`src/rtl/axis_pkg.sv`:
```
// Shared AXIS helpers: lane-activity masks built from tkeep and a one-hot test,
// sized for the widest stream the keep-aware packers and unpackers handle.
package axis_pkg;

  localparam int MAX_KEEP = 64;
  localparam int KEEP_IDX_W = $clog2(MAX_KEEP);

  typedef logic [MAX_KEEP-1:0] lane_mask_t;

  // A lane is active when any of its o_bytes keep bits is set.
  function automatic lane_mask_t lane_active(input lane_mask_t keep, input int o_bytes);
    lane_mask_t mask;
    logic [KEEP_IDX_W-1:0] lane;
    mask = '0;
    for (int b = 0; b < MAX_KEEP; b++) begin
      lane = KEEP_IDX_W'(b / o_bytes);
      if (keep[KEEP_IDX_W'(b)]) mask[lane] = 1'b1;
    end
    return mask;
  endfunction

  function automatic logic popcount_is_one(input lane_mask_t mask);
    return (mask != '0) && ((mask & (mask - lane_mask_t'(1))) == '0);
  endfunction

endpackage

```
`src/rtl/axis_lane_select.sv`:
```
// Priority encoder over a remaining-lane mask: picks the lowest set lane
// (highest when MSB_FIRST) and reports it both one-hot and as an index.
module axis_lane_select #(
  parameter int RATIO = 4,
  parameter bit MSB_FIRST = 1'b0,
  localparam int IDX_W = (RATIO > 1) ? $clog2(RATIO) : 1
) (
  input  logic [RATIO-1:0] rem,
  output logic [RATIO-1:0] sel,
  output logic [IDX_W-1:0] idx
);

  logic found;
  int j;

  always_comb begin
    sel = '0;
    idx = '0;
    found = 1'b0;
    j = 0;
    for (int i = 0; i < RATIO; i++) begin
      j = MSB_FIRST ? (RATIO - 1 - i) : i;
      if (!found && rem[IDX_W'(j)]) begin
        found = 1'b1;
        sel[IDX_W'(j)] = 1'b1;
        idx = IDX_W'(j);
      end
    end
  end

endmodule

```
`src/rtl/axis_keep_unpacker.sv`:
```
// Wide-to-narrow AXIS unpacker: splits each input word into its tkeep-active
// lanes, one narrow beat per cycle, with no bubble between consecutive words.
module axis_keep_unpacker
  import axis_pkg::*;
#(
  parameter int AXIS_I_BYTES = 4,
  parameter int AXIS_O_BYTES = 1,
  parameter bit MSB_FIRST = 1'b0
) (
  input  logic                      clk,
  input  logic                      sresetn,
  output logic                      axis_i_tready,
  input  logic                      axis_i_tvalid,
  input  logic                      axis_i_tlast,
  input  logic [AXIS_I_BYTES*8-1:0] axis_i_tdata,
  input  logic [AXIS_I_BYTES-1:0]   axis_i_tkeep,
  input  logic                      axis_o_tready,
  output logic                      axis_o_tvalid,
  output logic                      axis_o_tlast,
  output logic [AXIS_O_BYTES*8-1:0] axis_o_tdata,
  output logic [AXIS_O_BYTES-1:0]   axis_o_tkeep
);

  localparam int RATIO = AXIS_I_BYTES / AXIS_O_BYTES;
  localparam int IDX_W = (RATIO > 1) ? $clog2(RATIO) : 1;
  localparam int O_BITS = AXIS_O_BYTES * 8;

  if ((AXIS_I_BYTES % AXIS_O_BYTES) != 0 || AXIS_I_BYTES < AXIS_O_BYTES
      || AXIS_I_BYTES > MAX_KEEP) begin : g_bad_ratio
    $error("axis_keep_unpacker: AXIS_I_BYTES must be a multiple of AXIS_O_BYTES and at most 64");
  end

  if (RATIO == 1) begin : g_pass
    logic unused_ctrl;
    assign unused_ctrl   = clk ^ sresetn;
    assign axis_i_tready = axis_o_tready;
    assign axis_o_tvalid = axis_i_tvalid;
    assign axis_o_tlast  = axis_i_tlast;
    assign axis_o_tdata  = axis_i_tdata;
    assign axis_o_tkeep  = axis_i_tkeep;
  end else begin : g_unpack
    logic [AXIS_I_BYTES*8-1:0] data_q;
    logic [AXIS_I_BYTES-1:0]   keep_q;
    logic                      last_q;
    logic [RATIO-1:0]          rem_q;
    logic [RATIO-1:0]          rem_load;
    logic [RATIO-1:0]          sel;
    logic [IDX_W-1:0]          idx;
    logic                      rem_one;
    logic                      in_fire;
    logic                      out_fire;

    axis_lane_select #(
      .RATIO(RATIO),
      .MSB_FIRST(MSB_FIRST)
    ) u_lane_select (
      .rem(rem_q),
      .sel(sel),
      .idx(idx)
    );

    // A keep-less tlast word still emits one empty beat so the packet end survives.
    always_comb begin
      rem_one  = popcount_is_one(lane_mask_t'(rem_q));
      rem_load = RATIO'(lane_active(lane_mask_t'(axis_i_tkeep), AXIS_O_BYTES));
      if (axis_i_tkeep == '0 && axis_i_tlast) begin
        rem_load = '0;
        rem_load[MSB_FIRST ? RATIO - 1 : 0] = 1'b1;
      end
    end

    assign axis_i_tready = sresetn && (rem_q == '0 || (axis_o_tready && rem_one));
    assign in_fire       = axis_i_tvalid && axis_i_tready;
    assign out_fire      = axis_o_tvalid && axis_o_tready;

    assign axis_o_tvalid = (rem_q != '0);
    assign axis_o_tdata  = data_q[idx * O_BITS +: O_BITS];
    assign axis_o_tkeep  = keep_q[idx * AXIS_O_BYTES +: AXIS_O_BYTES];
    assign axis_o_tlast  = last_q && rem_one;

    // Accepting a new word can only coincide with popping the final lane, so the load wins.
    always_ff @(posedge clk) begin
      if (!sresetn) begin
        rem_q  <= '0;
        data_q <= '0;
        keep_q <= '0;
        last_q <= 1'b0;
      end else if (in_fire) begin
        data_q <= axis_i_tdata;
        keep_q <= axis_i_tkeep;
        last_q <= axis_i_tlast;
        rem_q  <= rem_load;
      end else if (out_fire) begin
        rem_q <= rem_q & ~sel;
      end
    end
  end

endmodule
```
`config.mk`:
```
export PLATFORM = sky130hd
export DESIGN_NAME = axis_keep_unpacker
export DESIGN_NICKNAME = d
export VERILOG_FILES = /design/src/rtl/axis_pkg.sv /design/src/rtl/axis_lane_select.sv /design/src/rtl/axis_keep_unpacker.sv
export SDC_FILE = /design/constraint.sdc
export NUM_CORES = 1
export LEC_CHECK = 0
export ABC_AREA = 1
export CAP_MARGIN = 20
export CORE_UTILIZATION = 43
export CTS_CLUSTER_DIAMETER = 80
export CTS_CLUSTER_SIZE = 14
export DETAILED_ROUTE_END_ITERATION = 7
export PLACE_DENSITY_LB_ADDON = 0.1
export SYNTH_ARGS = -nofsm -noshare
export SYNTH_HDL_FRONTEND = slang
export SYNTH_SLANG_ARGS = --single-unit
```
`constraint.sdc`:
```
create_clock -name clk -period 3.3 [get_ports clk]
set_clock_uncertainty 0.15 [all_clocks]
set_input_delay 0.66 -clock clk [delete_from_list [all_inputs] [get_ports clk]]
set_output_delay 0.66 -clock clk [all_outputs]
set_load 0.005 [all_outputs]
```
==> results.json, run 1 <==
{
  "outcome": "finished clean",
  "finalHoldViolations": 0,
  "cp-end-kind": "primary output",
  "grt_pass1_wl_mm": 3.836,
  "synthTopCellsByArea": "dfxtp_1 (42%), nand3_1 (17%), nand2_1 (9.5%), mux2_2 (8.2%), nand3_4 (3.2%)",
  "cts_resized": 0,
  "drv_slew": 0,
  "antenna_found_initial": 0,
  "syn_inst": 136,
  "track_usage_pct": 18.94,
  "cp_num_buf_inv": 2,
  "path_delay_family": "buffers and inverters",
  "core_sq_um": 2455,
  "r2r_slack_ns": 1.69,
  "synth_area_sq_um": 1105,
  "vias": 1025,
  "post-cts-setup-buffers": 0,
  "clock_path_buffers": 2,
  "holdPathEnd": "g_unpack.keep_q[0]",
  "clkTransAtPathRegs_ns": 0.12,
  "setup_viol": 0,
  "die_h_um": 52.69,
  "path_class": "in -> out",
  "synth_top_cell_area_share_pct": 41.68,
  "slowest_delay_ns": 0.56,
  "finalCriticalPeriod_ns": 2.796,
  "crit_arrival_ns": 1.99,
  "numCtsBuffers": 3,
  "p_per_area_nw_per_um2": 404.5,
  "clk_latency_ns": 0.30,
  "synth_cell_types": 21,
  "clkPwrFrac_pct": 20.8,
  "crit_slowest_cell": "clkdlybuf4s50_1",
  "rows": 18,
  "area_growth_pct": 35.90,
  "nets": 214,
  "synth_seq_cells": 23,
  "drive_gt1_share_pct": 15.70,
  "routedWlPerCell_um": 11.55,
  "yosysTopAreaCell": "dfxtp_1",
  "fmax_mhz": 357.7,
  "synth_fp_nets": 177,
  "avgSynthCellArea_sq_um": 8.124,
  "postRouteAntennaNets": 0,
  "overflow": 0,
  "layout.cells.most_common": "nand3_1",
  "worstPathMaxFanout": 3,
  "cts_hold_buf": 0,
  "startpoint_type": "input pin",
  "leakage_nw": 0.6774,
  "min_path_cells": 2,
  "grt_pass1_vias": 887,
  "ys_seq_area_share_pct": 41.68,
  "sequentialPowerShare_pct": 51.9,
  "place_hpwl_mm": 1.712,
  "relSlewSlack_pct": 69.61,
  "switchingPower_mw": 0.1687,
  "p_int_mw": 0.4386,
  "routed_wl_mm": 2.334,
  "r2r_cells": 8,
  "dieArea_sq_um": 2776,
  "path_common_cell": "clkdlybuf4s50_1",
  "remaining_drc_errors": 0,
  "cts.sinks": 23,
  "die-width_um": 52.69,
  "drt_iter0_drc": 14,
  "layout_common_cells": "nand3_1 (37), clkdlybuf4s50_1 (36), nand2_1 (28)",
  "cp_cell_sequence": "clkdlybuf4s50_1 > nand3_4 > a21oi_4 > clkdlybuf4s50_1",
  "antenna_cells": 0,
  "cts_tree": "done",
  "htree_levels": 1,
  "worstMarginPinSlew_ns": 0.4547,
  "root_buffer": "clkbuf_4",
  "p_comb_share_pct": 27.3,
  "grt_max_degree": 27,
  "drv_cap": 0,
  "utilization_pct": 61.16,
  "ir_drop_mv": 0.2743,
  "p_sw_share_pct": 27.78,
  "via_per_inst": 5.074,
  "tns_ns": 0,
  "hp-start": "g_unpack.keep_q[0]",
  "boundaryPins": 53,
  "r2r-start": "g_unpack.rem_q[0]",
  "post-route-period-util_pct": 84.72,
  "synth_warnings": 0,
  "io_buffers": 36,
  "gp_congestion": 0.8604,
  "drtPass1Iterations": 4,
  "rsz0062_at_grt": "no",
  "r2r_end": "g_unpack.keep_q[0]",
  "crit_required_ns": 2.49,
  "initial_core_util_pct": 45.01,
  "worstHoldPathType": "reg -> reg"
}
cell type report:
type / count / area [sq um]
clock inverter: 1 / 5.005
sequential: 23 / 460.4
fill: 239 / 953.4
inverter: 9 / 33.78
timing repair buffer: 39 / 382.9
tap: 30 / 37.54
multi-input combinational: 97 / 559.3
clock buffer: 3 / 22.52
per-stage QoR:
stage / cells / cell area (sq um) / setup WS (ns) / total power [mW] / hold WS, ns
global placement: 198 / 1474 / 0.5008 / 0.4852 / 0.2897
CTS: 202 / 1501 / 0.4785 / 0.6137 / 0.3171
finish: 202 / 1501 / 0.5043 / 0.6073 / 0.3157
detailed placement: 198 / 1474 / 0.5041 / 0.4889 / 0.2995
global route: 202 / 1501 / 0.3787 / 0.6434 / 0.3481
floorplan: 136 / 1105 / 1.373 / 0.4126 / 0.2792
synth_stat cells, drive strengths merged:
cell type,n
a21oi,6
a31o,1
buf,6
clkbuf,1
dfxtp,23
inv,9
mux2,8
nand2,31
nand3,39
nand4,2
nor2,6
o21ai,4
flip-flops by register name, summed over array words and instances, names as in the netlist:
| register | count |
|---|---|
| g_unpack.data_q | 16 |
| g_unpack.keep_q | 2 |
| g_unpack.last_q | 1 |
| g_unpack.rem_q | 4 |
power groups by stage:
stage / Combinational (mW) / Clock, mW / Sequential [mW]
after global placement: 0.165 / 0 / 0.320
after global routing: 0.183 / 0.142 / 0.318
after CTS: 0.168 / 0.130 / 0.315
after detailed placement: 0.167 / 0 / 0.322
after floorplan: 0.0942 / 0 / 0.318
final: 0.166 / 0.126 / 0.315
cells by family after synthesis:
family / share of synthesized area [%]
compound gates: 6.341
buf+inv: 7.700
flops: 41.68
mux: 8.154
simple gates: 36.13
per-layer routing:
layer  global-route usage, %  up-vias  wire [um]  share of wire (%)
li1                        -      532          -                  -
met1                   23.02      464       1069                 46
met2                   32.91       25       1140                 49
met3                   2.899        4         92                3.9
met4                   7.456        0         31                1.3
met5                       0        -          0                  0
worst max-delay path by stage:
| stage | start | endpoint | slack, ns | depth (start not counted) |
|---|---|---|---|---|
| 3_5_place_dp | axis_o_tready | axis_i_tready | 0.50 | 4 |
| 6_report | axis_o_tready | axis_i_tready | 0.50 | 4 |
| 5_1_grt | g_unpack.rem_q[0] | axis_o_tdata[4] | 0.38 | 4 |
| 2_1_floorplan | axis_o_tready | axis_i_tready | 1.37 | 3 |
| 3_3_place_gp | axis_o_tready | axis_i_tready | 0.50 | 4 |
| 4_1_cts | g_unpack.rem_q[0] | axis_o_tdata[3] | 0.48 | 4 |
tightest hold or removal path, cell delays in order, from the launching register on:
cell,delay (ns)
dfxtp_1,0.32
inv_1,0.06
a21oi_1,0.06
No activity file was read; power rests on OpenSTA's default activity.
==> run 2: changes to the inputs <==
--- a/config.mk
+++ b/config.mk
@@ -7,7 +7,7 @@
 export LEC_CHECK = 0
 export ABC_AREA = 1
 export CAP_MARGIN = 20
-export CORE_UTILIZATION = 43
+export CORE_UTILIZATION = 36
 export CTS_CLUSTER_DIAMETER = 80
 export CTS_CLUSTER_SIZE = 14
 export DETAILED_ROUTE_END_ITERATION = 7
==> constraint.sdc (replaced) <==
create_clock -name clk -period 2.3 [get_ports clk]
set_clock_uncertainty 0.15 [all_clocks]
set_input_delay 0.46 -clock clk [delete_from_list [all_inputs] [get_ports clk]]
set_output_delay 0.46 -clock clk [all_outputs]
set_load 0.005 [all_outputs]
==> run 2 against run 1 <==
  * The run now ends with design-rule violations left
  * Non-clock buffer count increased by 9
  * Largest cell class unchanged
  * Power increased by 46%
  * Sequential cell count unchanged
  * Routed wire length increased by 19%
  * First-iteration DRC count increased to 2.7 times the previous value
  * Cell count increased by 5.0%
  * Combinational power increased by 48%
==> results.json, run 2 (synthesis gave the netlist of run 1 again) <==
{
  "postRouteAntennaNets": 0,
  "post-route-period-util_pct": 96.80,
  "p_comb_share_pct": 27.6,
  "worstPathMaxFanout": 4,
  "crit_start": "g_unpack.rem_q[1]",
  "gp_congestion": 0.8556,
  "instances_no_fill": 212,
  "initial_core_util_pct": 39.05,
  "finalHoldViolations": 0,
  "grt_pass1_vias": 1072,
  "sequentialPowerShare_pct": 51.0,
  "cts.sinks": 23,
  "violations": "design-rule violations",
  "layout_common_cells": "nand3_1 (37), nand2_1 (27), clkdlybuf4s50_1 (25)",
  "cts_hold_buf": 0,
  "p_per_area_nw_per_um2": 561.8,
  "antenna_cells": 0,
  "crit_arrival_ns": 1.62,
  "boundaryPins": 53,
  "drt_iter0_drc": 38,
  "root_buffer": "clkbuf_4",
  "htree_levels": 1,
  "reg_top3": "g_unpack.data_q: 16 flops, g_unpack.rem_q: 4 flops, g_unpack.keep_q: 2 flops",
  "worstMarginPinSlew_ns": 0.3378,
  "tns_ns": 0,
  "clock_path_buffers": 2,
  "regArea_sq_um": 461.7,
  "cts_tree": "done",
  "drv_cap": 0,
  "place_hpwl_mm": 1.929,
  "outcome": "complete, but fails checks",
  "grt_pass1_wl_mm": 4.761,
  "track_usage_pct": 18.66,
  "drv_slew": 0,
  "r2r-start": "g_unpack.rem_q[0]",
  "drive_gt1_share_pct": 20.99,
  "area_growth_pct": 43.15,
  "switchingPower_mw": 0.2558,
  "multi_input_area_sq_um": 566.8,
  "hp-start": "g_unpack.keep_q[1]",
  "clkTransAtPathRegs_ns": 0.14,
  "numCtsBuffers": 3,
  "clkPwrFrac_pct": 21.4,
  "setup_viol": 0,
  "largest_reg_flops": 16,
  "die_h_um": 57.40,
  "core_sq_um": 2829,
  "leakage_nw": 0.7884,
  "overflow": 0,
  "dieArea_sq_um": 3294,
  "ir_drop_mv": 0.4662,
  "via_per_inst": 5.142,
  "place_inst": 203,
  "io_buffers": 36,
  "path_class": "reg -> out",
  "p_sw_share_pct": 28.79,
  "nets": 223,
  "startpoint_type": "register",
  "rows": 19,
  "routed_wl_mm": 2.786,
  "grt_max_degree": 27,
  "cp-end-kind": "primary output",
  "antenna_found_initial": 0,
  "finalCriticalPeriod_ns": 2.226,
  "fmax_mhz": 449.1,
  "clk_latency_ns": 0.32,
  "p_total_mw": 0.8885,
  "nFillCells": 280,
  "die-width_um": 57.40,
  "drtPass1Iterations": 6,
  "p_int_mw": 0.6327,
  "routedWlPerCell_um": 13.14,
  "relSlewSlack_pct": 77.41,
  "crit_required_ns": 1.69,
  "remaining_drc_errors": 2,
  "worstHoldPathType": "reg -> reg",
  "layout.cells.most_common": "nand3_1",
  "top_register": "g_unpack.data_q",
  "vias": 1090
}
-- run 2: cell count changes in the layout (fill, tap and decap cells not counted), moves of 2 or more --
| cell | before | now |
|---|---|---|
| clkdlybuf4s50_1 | 36 | 25 |
| dlygate4sd2_1 | 0 | 9 |
| buf_4 | 3 | 10 |
| buf_6 | 0 | 2 |
| dlymetal6s2s_1 | 0 | 2 |
-- run 2: layout make-up --
type	count	share of cell area, %
inverters	9	2.294
well taps	31	2.453
repair buffers	48	28.56
flip-flops and latches	23	29.19
clock buffers	4	1.661
multi-input cells	97	35.84
-- run 2: path summary, 6_finish.rpt --
check / end / slack (ns) / cells after the start
worst max-delay path: axis_o_tdata[5] / 0.07 / 5
worst min-delay path: g_unpack.keep_q[1] / 0.32 / 2
worst max register to register: g_unpack.rem_q[1] / 0.50 / 12
worst min register to register: g_unpack.keep_q[1] / 0.32 / 2
-- run 2: stage by stage --
stage | instance area [sq um] | hold WS [ns] | setup WS, ns | utilization (%)
final | 1582 | 0.3209 | 0.07351 | 55.90
after global routing | 1582 | 0.3482 | -0.005759 | 55.90
after CTS | 1562 | 0.3218 | 0.01517 | 55.20
after detailed placement | 1505 | 0.3015 | -0.07768 | 53.21
after global placement | 1505 | 0.2889 | -0.06038 | 53.21
after floorplan | 1105 | 0.2792 | 0.6546 | -
-- run 2: power by group through the flow --
stage	Combinational [mW]	Sequential [mW]	Clock [mW]
after floorplan	0.135	0.457	0
final	0.245	0.453	0.190
after CTS	0.247	0.453	0.195
after detailed placement	0.250	0.462	0
after global routing	0.271	0.458	0.218
after global placement	0.247	0.460	0
-- run 2: metal layers --
layer  global-route usage (%)  routed length, um  vias to the layer above  part of all wire [%]
met3                    5.215                126                        4                   4.5
li1                         -                  -                      550                     -
met2                    34.22               1377                       26                    49
met5                        0                  0                        -                     0
met1                    21.74               1258                      510                    45
met4                    3.136                 25                        0                  0.90
-- run 2: critical path, stage by stage, from the launching register on --
cell	delay [ns]
dfxtp_1	0.46
nand2_4	0.08
buf_6	0.12
buf_4	0.13
mux2_2	0.26
dlygate4sd2_1	0.26
-- run 2: what timing repair did --
item                                    CTS  global route
resized for setup                        14             5
setup buffers                             3             1
pin swaps                                 0             0
endpoints found under the setup margin   10             4
cloned                                    1             0
==> run 3: changes to the inputs <==
--- a/config.mk
+++ b/config.mk
@@ -6,12 +6,12 @@
 export NUM_CORES = 1
 export LEC_CHECK = 0
 export ABC_AREA = 1
-export CAP_MARGIN = 20
 export CORE_UTILIZATION = 36
 export CTS_CLUSTER_DIAMETER = 80
 export CTS_CLUSTER_SIZE = 14
 export DETAILED_ROUTE_END_ITERATION = 7
 export PLACE_DENSITY_LB_ADDON = 0.1
+export SKIP_LAST_GASP = 1
 export SYNTH_ARGS = -nofsm -noshare
 export SYNTH_HDL_FRONTEND = slang
 export SYNTH_SLANG_ARGS = --single-unit
==> constraint.sdc (replaced) <==
create_clock -name clk -period 2.3 [get_ports clk]
set_clock_uncertainty 0.15 [all_clocks]
set_input_delay 0.575 -clock clk [delete_from_list [all_inputs] [get_ports clk]]
set_output_delay 0.575 -clock clk [all_outputs]
set_load 0.005 [all_outputs]
==> run 3 against run 2 <==
  * The run still ends with design-rule violations left
  * Clock-buffer cell count unchanged
  * Routed wire length down 6.7%
  * Sequential cell count unchanged
==> results.json, run 3 (synthesis gave the netlist of run 1 again) <==
{
  "grt_pass1_vias": 988,
  "area_growth_pct": 43.49,
  "layout_common_cells": "nand3_1 (37), nand2_1 (27), clkdlybuf4s50_1 (24)",
  "clkPwrFrac_pct": 20.5,
  "r2r-start": "g_unpack.rem_q[0]",
  "fmax_mhz": 447.3,
  "htree_levels": 1,
  "p_comb_share_pct": 28.1,
  "rows": 19,
  "setup_viol": 0,
  "r2r_slack_ns": 0.55,
  "remaining_drc_errors": 2,
  "hold_slack_ns": 0.3128,
  "via_per_inst": 5.109,
  "numCtsBuffers": 3,
  "initial_core_util_pct": 39.05,
  "worstPathMaxFanout": 2,
  "instances_no_fill": 211,
  "sequentialPowerShare_pct": 51.4,
  "path_class": "in -> out",
  "root_buffer": "clkbuf_4",
  "antenna_found_initial": 0,
  "vias": 1078,
  "tns_ns": 0,
  "rsz0062_at_grt": "no",
  "holdPathEnd": "g_unpack.keep_q[0]",
  "ir_drop_mv": 0.3641,
  "outcome": "complete, but fails checks",
  "largest_reg_flops": 16,
  "violations": "design-rule violations",
  "place_inst": 206,
  "layout.cells.most_common": "nand3_1",
  "nets": 222,
  "r2r_cells": 11,
  "top_register": "g_unpack.data_q",
  "routedWlPerCell_um": 12.32,
  "cts.sinks": 23,
  "drtPass1Iterations": 6,
  "finalCriticalPeriod_ns": 2.236,
  "drive_gt1_share_pct": 20.56,
  "p_sw_share_pct": 27.94,
  "r2r_end": "g_unpack.data_q[9]",
  "switchingPower_mw": 0.2463,
  "leakage_nw": 0.7666,
  "routed_wl_mm": 2.599,
  "clock_path_buffers": 2,
  "reg_top3": "g_unpack.data_q: 16 flops, g_unpack.rem_q: 4 flops, g_unpack.keep_q: 2 flops",
  "crit_required_ns": 1.57,
  "dieArea_sq_um": 3294,
  "antenna_cells": 0,
  "die_h_um": 57.40,
  "cp-end-kind": "primary output",
  "crit_arrival_ns": 1.51,
  "core_sq_um": 2829,
  "track_usage_pct": 16.84,
  "drt_iter0_drc": 37,
  "grt_pass1_wl_mm": 4.229,
  "p_total_mw": 0.8814,
  "die-width_um": 57.40,
  "hp-start": "g_unpack.keep_q[0]",
  "postRouteAntennaNets": 0,
  "p_int_mw": 0.6351,
  "gp_congestion": 0.8628,
  "drv_slew": 0,
  "grt_max_degree": 22,
  "post-route-period-util_pct": 97.20,
  "clk_latency_ns": 0.30,
  "boundaryPins": 53,
  "cts_tree": "done",
  "overflow": 0,
  "drv_cap": 0,
  "clkTransAtPathRegs_ns": 0.12,
  "relSlewSlack_pct": 84.12,
  "startpoint_type": "input pin",
  "finalHoldViolations": 0,
  "worstHoldPathType": "reg -> reg",
  "min_path_cells": 2,
  "io_buffers": 36,
  "p_per_area_nw_per_um2": 556.0,
  "place_hpwl_mm": 1.910,
  "worstMarginPinSlew_ns": 0.2382,
  "utilization_pct": 56.04
}
==> run 3: repair_timing <==
action / CTS / global route
setup endpoints to repair: 11 / 9
gates cloned: 0 / 0
hold buffers: 0 / 0
resized for setup: 16 / 6
endpoints found under the hold margin: 0 / 0
pin swaps: 0 / 0
setup buffers: 1 / 0
==> run 3: power groups by stage <==
stage	Sequential [mW]	Clock, mW	Combinational, mW
final	0.453	0.181	0.248
after global routing	0.457	0.203	0.272
after CTS	0.453	0.190	0.249
after detailed placement	0.462	0	0.258
after global placement	0.459	0	0.255
after floorplan	0.457	0	0.135
==> run 3: routing by layer <==
metal / GRT usage, % / up-vias / share of wire (%)
met3: 6.122 / 2 / 6.6
li1: - / 553 / -
met2: 28.41 / 34 / 47
met4: 5.923 / 0 / 0.62
met1: 19.58 / 489 / 45
met5: 0 / - / 0
==> run 3: worst max-delay path by stage <==
stage                     slack (ns)  depth (start not counted)         startpoint              end
after global placement         -0.29                          4      axis_o_tready    axis_i_tready
after global routing          0.0007                          5  g_unpack.rem_q[0]  axis_o_tdata[1]
after detailed placement       -0.30                          4      axis_o_tready    axis_i_tready
after floorplan                 0.54                          3  g_unpack.rem_q[0]  axis_o_tdata[0]
after CTS                      -0.03                          4      axis_o_tready    axis_i_tready
final                           0.06                          4            sresetn    axis_i_tready
==> run 3: layout make-up <==
type,count,area (sq um)
clock buffers,4,26.28
fillers,277,1244
inverters,9,36.28
multi-input cells,97,566.8
flip-flops and latches,23,461.7
well taps,31,38.79
repair buffers,47,455.4
==> run 3: critical path: stages <==
cell	delay, ns
clkdlybuf4s50_1	0.48
inv_1	0.08
a21oi_4	0.13
dlygate4sd2_1	0.25
==> run 3: through the flow <==
stage               setup slack, ns  area (sq um)
floorplan                    0.5396          1105
global placement            -0.2900          1540
detailed placement          -0.2980          1540
CTS                        -0.02725          1572
global route              0.0006999          1585
finish                      0.06444          1585
